$ cat src/rtl/regfile_sb_if.sv
// Register-file bus: two read ports, the write-back port, the issue port and the debug read port.
// The master side is decode/write-back (or a bench); the slave side is the register file.
interface regfile_sb_if #(
    parameter int DATA_W = 32,
    parameter int ADDR_W = 5
);
    localparam int DEPTH = 2 ** ADDR_W;

    logic [ADDR_W-1:0] raddr1;
    logic [DATA_W-1:0] rdata1;
    logic              busy1;
    logic [ADDR_W-1:0] raddr2;
    logic [DATA_W-1:0] rdata2;
    logic              busy2;
    logic              wen;
    logic [ADDR_W-1:0] waddr;
    logic [DATA_W-1:0] wdata;
    logic              issue_en;
    logic [ADDR_W-1:0] issue_addr;
    logic [DEPTH-1:0]  busy_vec;
    logic              sb_err;
    logic [ADDR_W-1:0] test_addr;
    logic [DATA_W-1:0] test_data;

    modport master (
        output raddr1, raddr2, wen, waddr, wdata, issue_en, issue_addr, test_addr,
        input  rdata1, busy1, rdata2, busy2, busy_vec, sb_err, test_data
    );

    modport slave (
        input  raddr1, raddr2, wen, waddr, wdata, issue_en, issue_addr, test_addr,
        output rdata1, busy1, rdata2, busy2, busy_vec, sb_err, test_data
    );
endinterface

$ cat src/rtl/regfile_sb.sv
// General-purpose register file with optional write-to-read bypass and a per-register
// busy scoreboard that decode uses to stall on pending write-backs.
module regfile_sb #(
    parameter int DATA_W   = 32,
    parameter int ADDR_W   = 5,
    parameter int ZERO_REG = 1,
    parameter int BYPASS   = 1
) (
    input logic         clk,
    input logic         resetn,
    regfile_sb_if.slave bus
);
    localparam int DEPTH   = 2 ** ADDR_W;
    localparam bit ZERO_EN = (ZERO_REG != 0);
    localparam bit BYP_EN  = (BYPASS != 0);

    logic [DATA_W-1:0] rf [DEPTH];
    logic [DEPTH-1:0]  busy_q, busy_d;
    logic              sb_err_q, sb_err_d;

    logic wr_ok, issue_ok, issue_retired;
    logic zero1, zero2, zero_t;
    logic hit1, hit2;

    assign wr_ok         = bus.wen && !(ZERO_EN && bus.waddr == '0);
    assign issue_ok      = bus.issue_en && !(ZERO_EN && bus.issue_addr == '0);
    assign issue_retired = bus.wen && (bus.waddr == bus.issue_addr);

    assign zero1  = ZERO_EN && (bus.raddr1 == '0);
    assign zero2  = ZERO_EN && (bus.raddr2 == '0);
    assign zero_t = ZERO_EN && (bus.test_addr == '0);
    assign hit1   = BYP_EN && bus.wen && (bus.waddr == bus.raddr1);
    assign hit2   = BYP_EN && bus.wen && (bus.waddr == bus.raddr2);

    // NOTE: the whole array is cleared asynchronously on reset, so it maps to flops, not RAM;
    // decode relies on every register reading 0 the moment reset is applied.
    always_ff @(posedge clk or negedge resetn) begin
        if (!resetn) begin
            for (int i = 0; i < DEPTH; i++) rf[i] <= '0;
        end else if (wr_ok) begin
            // NOTE: sequential state is always updated with <= so every flop samples pre-edge values.
            rf[bus.waddr] <= bus.wdata;
        end
    end

    // Retire clears first, issue sets after, so a same-edge issue to the retiring register wins.
    always_comb begin
        // NOTE: every output of this block gets a default first, so no path can infer a latch.
        busy_d   = busy_q;
        sb_err_d = sb_err_q;
        if (bus.wen)  busy_d[bus.waddr]      = 1'b0;
        if (issue_ok) busy_d[bus.issue_addr] = 1'b1;
        if (bus.issue_en && busy_q[bus.issue_addr] && !issue_retired) sb_err_d = 1'b1;
    end

    always_ff @(posedge clk or negedge resetn) begin
        if (!resetn) begin
            busy_q   <= '0;
            sb_err_q <= 1'b0;
        end else begin
            busy_q   <= busy_d;
            sb_err_q <= sb_err_d;
        end
    end

    // Reads are gated by resetn so a bypass hit cannot leak wdata while reset is held.
    always_comb begin
        bus.rdata1 = '0;
        bus.rdata2 = '0;
        if (resetn && !zero1) bus.rdata1 = hit1 ? bus.wdata : rf[bus.raddr1];
        if (resetn && !zero2) bus.rdata2 = hit2 ? bus.wdata : rf[bus.raddr2];
    end

    assign bus.busy1     = busy_q[bus.raddr1] && !hit1;
    assign bus.busy2     = busy_q[bus.raddr2] && !hit2;
    assign bus.test_data = zero_t ? '0 : rf[bus.test_addr];
    assign bus.busy_vec  = busy_q;
    assign bus.sb_err    = sb_err_q;
endmodule

$ cat src/flat_wrapper.sv
// flat-port wrapper written by rule: the top's interface ports become plain ports
module regfile_sb_flat 
#(
    parameter int DATA_W   = 32,
    parameter int ADDR_W   = 5,
    parameter int ZERO_REG = 1,
    parameter int BYPASS   = 1
)
  (clk, resetn, bus_raddr1, bus_raddr2, bus_wen, bus_waddr, bus_wdata, bus_issue_en, bus_issue_addr, bus_test_addr, bus_rdata1, bus_busy1, bus_rdata2, bus_busy2, bus_busy_vec, bus_sb_err, bus_test_data);
  regfile_sb_if #(.DATA_W(DATA_W), .ADDR_W(ADDR_W)) bus_i ();
  input logic clk;
  input logic resetn;
  input wire logic [$bits(bus_i.raddr1)-1:0] bus_raddr1;
  input wire logic [$bits(bus_i.raddr2)-1:0] bus_raddr2;
  input wire logic [$bits(bus_i.wen)-1:0] bus_wen;
  input wire logic [$bits(bus_i.waddr)-1:0] bus_waddr;
  input wire logic [$bits(bus_i.wdata)-1:0] bus_wdata;
  input wire logic [$bits(bus_i.issue_en)-1:0] bus_issue_en;
  input wire logic [$bits(bus_i.issue_addr)-1:0] bus_issue_addr;
  input wire logic [$bits(bus_i.test_addr)-1:0] bus_test_addr;
  output wire logic [$bits(bus_i.rdata1)-1:0] bus_rdata1;
  output wire logic [$bits(bus_i.busy1)-1:0] bus_busy1;
  output wire logic [$bits(bus_i.rdata2)-1:0] bus_rdata2;
  output wire logic [$bits(bus_i.busy2)-1:0] bus_busy2;
  output wire logic [$bits(bus_i.busy_vec)-1:0] bus_busy_vec;
  output wire logic [$bits(bus_i.sb_err)-1:0] bus_sb_err;
  output wire logic [$bits(bus_i.test_data)-1:0] bus_test_data;
  assign bus_i.raddr1 = bus_raddr1;
  assign bus_i.raddr2 = bus_raddr2;
  assign bus_i.wen = bus_wen;
  assign bus_i.waddr = bus_waddr;
  assign bus_i.wdata = bus_wdata;
  assign bus_i.issue_en = bus_issue_en;
  assign bus_i.issue_addr = bus_issue_addr;
  assign bus_i.test_addr = bus_test_addr;
  assign bus_rdata1 = bus_i.rdata1;
  assign bus_busy1 = bus_i.busy1;
  assign bus_rdata2 = bus_i.rdata2;
  assign bus_busy2 = bus_i.busy2;
  assign bus_busy_vec = bus_i.busy_vec;
  assign bus_sb_err = bus_i.sb_err;
  assign bus_test_data = bus_i.test_data;
  regfile_sb #(.DATA_W(DATA_W), .ADDR_W(ADDR_W), .ZERO_REG(ZERO_REG), .BYPASS(BYPASS)) u_core (.clk(clk), .resetn(resetn), .bus(bus_i));
endmodule
$ cat config.mk
export PLATFORM = sky130hd
export DESIGN_NAME = regfile_sb_flat
export DESIGN_NICKNAME = d
export VERILOG_FILES = /design/src/rtl/regfile_sb_if.sv /design/src/rtl/regfile_sb.sv /design/src/flat_wrapper.sv
export SDC_FILE = /design/constraint.sdc
export NUM_CORES = 2
export LEC_CHECK = 0
export BUFFER_PORTS_ARGS = -buffer_cell sky130_fd_sc_hd__buf_2
export CORE_ASPECT_RATIO = 0.8
export CORE_MARGIN = 3
export CORE_UTILIZATION = 38
export CTS_CLUSTER_SIZE = 10
export DETAILED_ROUTE_END_ITERATION = 10
export PLACE_DENSITY_LB_ADDON = 0.12
export SLEW_MARGIN = 10
export SYNTH_ARGS = -nofsm -noshare
export SYNTH_HDL_FRONTEND = slang
export SYNTH_SLANG_ARGS = --single-unit
$ cat constraint.sdc
create_clock -name clk -period 3.5 [get_ports clk]
set_input_delay 0.175 -clock clk [delete_from_list [all_inputs] [get_ports clk]]
set_output_delay 0.175 -clock clk [all_outputs]
set_load 0.02 [all_outputs]
== Word level (Yosys, flattened, before mapping) ==
Cells that the tools add are included.
Word-level totals
  logic and storage cells: 110
  flip-flop bits (word level): 1057
  bits of input ports: 61
  output and inout port bits: 131
Cells by class
  reductions and logical operators: 26
  mux-type cells: 29
  bitwise gates (word level): 7
  $lt $le $gt $ge: 11
  equal/unequal tests: 3
Operators by type and width (count)
  $bwmux W1024: 1
  $bmux W32 S5: 3
  $mux W32: 14
  $demux W32 S5: 1
  $and A32 B32 Y32: 1
  $not A32 Y32: 1
  $or A32 B32 Y32: 1
  $logic_not A5 Y1: 5
  $ge A6 B6 Y1 const B: 4
  $lt A5 B6 Y1 const B: 4
  $not A5 Y6: 4
  $bmux W1 S5: 3
  $eq A5 B5 Y1: 3
  $logic_and A1 B1 Y1: 14
  $demux W1 S5: 2
  $ge A5 B1 Y1 const B: 2
  $logic_not A1 Y1: 7
  $lt A6 B1 Y1 const B: 1
  $mux W1: 5

== Logic depth before layout (Yosys ltp) ==
  word-level depth: 9
  gate-level depth with buffers: 9
  gate-level depth less buffers: 5

== Worst setup path after synthesis ==
No wires, ideal clock.
  path type: input to output
  start: input bus_raddr1[0]
  end: output bus_rdata1[9]
  arrival: 2061 ps
  path slack: 1264 ps
  data required time: 3325 ps
  cell stages on the path: 8
  path buffers: 3
  path through: buf_4 buf_6 buf_6 mux2i_1 a221oi_1 o21a_1 nor4_1 a2111oi_1
Between the ends
  longest elaborated chain between the ends: 6
  elaborated cells between the ends (all ways): 11
  those cells by class: eq/ne (1); mux (5); bitwise (1); reduce/logical (4)
RTL lines
  start: declaration: RTL line flat_wrapper.sv:13  | input wire logic [$bits(bus_i.raddr1)-1:0] bus_raddr1;
  $not A5 Y6 (not written as such): RTL line regfile_sb.sv:70  | if (resetn && !zero1) bus.rdata1 = hit1 ? bus.wdata : rf[bus.raddr1];
  $bmux W32 S5: RTL line regfile_sb.sv:70
  $mux W32 (not written as such) (2 in a row): RTL line regfile_sb.sv:70
  $mux W32: RTL line regfile_sb.sv:70
  $mux W32 *: RTL line regfile_sb.sv:70
  end: declaration: RTL line flat_wrapper.sv:21  | output wire logic [$bits(bus_i.rdata1)-1:0] bus_rdata1;
Every way passes the cells marked *; elsewhere a longest branch is shown, timed or not. The select of a mux whose other input is x is not followed.

== Worst setup path after layout ==
  start: register u_core.rf[748] (netlist bit)
  end: output bus_rdata2[12]
Between the ends
  longest elaborated chain between the ends: 5
RTL lines
  start: declaration: RTL line regfile_sb.sv:17  | logic [DATA_W-1:0] rf [DEPTH];
  start signal: indexed assignment: RTL line regfile_sb.sv:42  | rf[bus.waddr] <= bus.wdata;
  $bmux W32 S5: RTL line regfile_sb.sv:71  | if (resetn && !zero2) bus.rdata2 = hit2 ? bus.wdata : rf[bus.raddr2];
  $mux W32 (not written as such) (2 in a row): RTL line regfile_sb.sv:71
  $mux W32 (2 in a row): RTL line regfile_sb.sv:71
  end: declaration: RTL line flat_wrapper.sv:23  | output wire logic [$bits(bus_i.rdata2)-1:0] bus_rdata2;
No other way between the ends. The select of a mux whose other input is x is not followed.

==> impl_metrics.yaml <==
run_status:
  status: "complete, no violations"
worst_setup_path:
  critPathLaunchType: "flip-flop"
  required_ns: 3.32
  critPathMaxStageDelay_ns: 0.58
  crit_family: "compound AO/OA/AOI/OAI gates"
  critical_path_arrival_ns: 3.01
  cp-end-kind: "output pin"
  critPathBufInv: 1
  timing_worst_setup_path_type: "flip-flop to output pin"
  crit_fanout: 4
  critPathSlowestCell: "a21oi_1"
  crit_chain: "mux2i_1, a221oi_1, o21ai_0, a21oi_1, a221o_1, buf_2"
floorplanning:
  die_w_um: 469
  core_mm2: 0.170
  fp-row-count: 135
  initial_core_util_pct: 38.4
  dieArea_mm2: 0.177
  io_pins: 192
  die_h_um: 376
global_route:
  antenna_found_initial: 23
  overflow: 0
  grt_max_degree: 139
  grt_pass1_wl_um: 379000
  track_usage_pct: 30.4
  grt_pass1_vias: 46300
cts:
  cts_root_buf: "clkbuf_16"
  cts_resized: 0
  clockBufferDepth: 3
  cts_tree: "built"
  cts_sinks: 1057
  clk_latency_ns: 0.77
  cts_made_buffers: 133
  htreeDepth: 4
  cts.clk_slew.worst_paths_ns: 0.06
placement:
  gp_congestion: 0.849
  place.detailed.hpwl_um: 162000
  postPlaceCellArea_mm2: 0.0696
  io_buffers: 191
power_and_ir_drop:
  power.internal_w: 0.0281
  p_leak_nw: 31.0
  p_sw_w: 0.0127
  combPwrFrac_pct: 25.8
  p_per_area_mw_per_mm2: 553
  p_seq_share_pct: 41.5
  total_power_w: 0.0408
  switching_share_pct: 31.1
  irDropWorstVdd_mv: 0.561
  clkPwrFrac_pct: 32.7
logic_synthesis:
  synth_top_cell_by_area: "dfrtp_1"
  async_flop_share_pct: 100
  syn_area_mm2: 0.0652
  syn_nets: 4661
  synth.distinct_cells: 52
  synthTopCellsByArea: "dfrtp_1 (41%), mux4_2 (23%), mux2_2 (19%), mux2i_1 (4.2%), clkbuf_1 (1.7%)"
  postSynthCellCount: 4600
  yosys_warnings: 0
  synth_edf_count: 0
  avgSynthCellArea_um2: 14.2
  synth_ff_type: "dfrtp_1"
  synth_top_area_share_pct: 40.6
  ys_ff_latch: 1057
  yosysSeqAreaShare_pct: 40.6
sta:
  timing.setup.tns_ns: 0
  hold_viol: 0
  drv_slew: 0
  layout_min_cycle_time_ns: 3.19
  rsz0062_at_grt: "no"
  maxSlewHeadroom_pct: 23.2
  finClkSkew_ns: 0.00556
  max_freq_mhz: 313
  worst_pin_slew_ns: 1.15
  setup_viol: 0
  post-route-period-util_pct: 91.1
hold_path:
  hp-class: "primary input to flip-flop"
detailed_routing:
  drtAntennaViolNets: 0
  num_vias: 46800
  wl_um: 269000
  drt-initial-drc-count: 4751
  avgRoutedWirePerCell_um: 38.6
  detail_route.vias_per_cell: 6.72
  drc: 0
  first_pass_iters: 8
finish:
  fin_nets: 4689
  seqCellArea_mm2: 0.0265
  design_area_mm2: 0.0738
  fin_util_pct: 43.4
  multi_input_area_mm2: 0.0364
  area_delta_synth_final_pct: 13.2
  nFillCells: 15400
  final_layout_size_suffix_gt1_share_pct: 50.8
run:
  max_cap_violations: 0
through the flow:
step	cells	setup WS, ns	hold WS (ns)
global route	6958	0.242	0.0778
floorplan	4600	1.26	-0.121
global placement	6737	0.381	0.0487
finish	6963	0.310	0.0774
detailed placement	6737	0.382	0.0423
CTS	6957	0.254	0.0229
Yosys cell counts (2+ instances only):
library cell     n
mux2_2        1072
o21a_1           2
o21ai_1         89
a221o_1         62
a22oi_1        125
o41ai_1          3
nand3_1          8
inv_1           39
nand3b_1         8
nor2b_1          8
xor2_1           4
buf_2          154
buf_1           35
o211ai_1         2
buf_6           21
clkbuf_1       299
nand2_1         71
o21ai_0        113
nor4_1           3
a22o_1          15
dfrtp_1       1057
xnor2_1         11
mux2i_1        273
nor2_1          86
a21oi_1         67
o22ai_1          4
and3b_1          2
nor3b_1          8
buf_4           37
mux4_2         661
or4_1            2
o41ai_2          2
nand2b_1         5
and3_1           2
or2_2            4
mux2_1          27
nor3_1           8
nand4_1          4
o221ai_1        69
a221oi_1       126
cells in the final DEF, fill, tap and decap left out, drive strengths merged, types with 3 or more instances in the layout:
cell type	netlist	final
nor3	8	8
a22o	15	15
dfrtp	1057	1057
nand3b	8	8
nor2b	8	8
clkbuf	299	193
o41ai	5	5
nand4	4	4
a221o	62	62
dlygate4sd3	0	16
mux4	661	661
a221oi	126	126
nor2	87	87
o21ai	202	202
o221ai	69	69
clkinv	0	6
mux2	1099	1099
xor2	4	4
inv	40	42
nor4	3	3
nand3	8	8
or2	4	4
diode	0	6
mux2i	273	273
nand2b	5	5
a22oi	125	125
nor3b	8	8
a21oi	67	67
xnor2	11	11
o22ai	4	4
nand2	71	71
buf	247	423
worst paths after layout:
path                                               from           endpoint  slack (ns)  cells past startpoint
worst max-delay path                     u_core.rf[748]     bus_rdata2[12]        0.31                      6
worst min-delay path                       bus_wdata[2]     u_core.rf[898]        0.08                      2
worst max register to register  u_core.bus.busy_vec[27]  u_core.bus.sb_err        1.01                      6
worst min register to register          u_core.rf[1007]    u_core.rf[1007]        0.42                      0
max in group asynchronous                        resetn     u_core.rf[928]        1.53                      4
min in group asynchronous                        resetn     u_core.rf[611]        0.12                      3
logic make-up (layout without fill, tap and decap cells):
group	after synthesis	in the layout	share of synthesized area, %
buf+inv	586	683	4.12
mux	2033	2033	46.0
xor+xnor	15	15	0.202
compound gates	684	684	7.52
simple gates	225	225	1.58
flops	1057	1057	40.6
other cells	0	6	0
routing by layer:
layer / GRT usage, % / share of wire (%) / vias to the layer above / routed length, µm
met5: 0 / 0.036 / - / 97
met4: 12.5 / 4.6 / 16 / 12200
met3: 6.56 / 8.1 / 555 / 21700
met2: 45.6 / 45 / 2271 / 122000
met1: 42.6 / 42 / 25500 / 113000
li1: - / - / 18400 / -
cell type report:
| type | instances | area share, % |
|---|---|---|
| Clock buffer | 193 | 5.32 |
| Clock inverter | 11 | 0.156 |
| Timing Repair Buffer | 439 | 5.35 |
| Sequential cell | 1057 | 35.8 |
| Tap cell | 2260 | 3.83 |
| Inverter | 40 | 0.210 |
| Multi-Input combinational cell | 2957 | 49.3 |
| Antenna cell | 6 | 0.0203 |
state kept, by name (all words and copies together) (netlist names):
signal / count
u_core.rf: 1024
u_core.bus.busy_vec: 32
u_core.bus.sb_err: 1
power groups by stage:
stage	Sequential (W)	Clock [W]	Combinational, W
floorplan	0.0163	0	0.00740
global placement	0.0169	0	0.0104
detailed placement	0.0170	0	0.0105
CTS	0.0168	0.0136	0.0105
global route	0.0173	0.0141	0.0111
finish	0.0170	0.0133	0.0105
what timing repair did:
| action | in CTS | in global routing |
|---|---|---|
| setup endpoints to repair | 0 | 0 |
| hold buffers | 16 | 0 |
| endpoints found under the hold margin | 362 | 0 |
| setup buffers | 0 | 0 |
No activity file was read; power rests on OpenSTA's default activity.
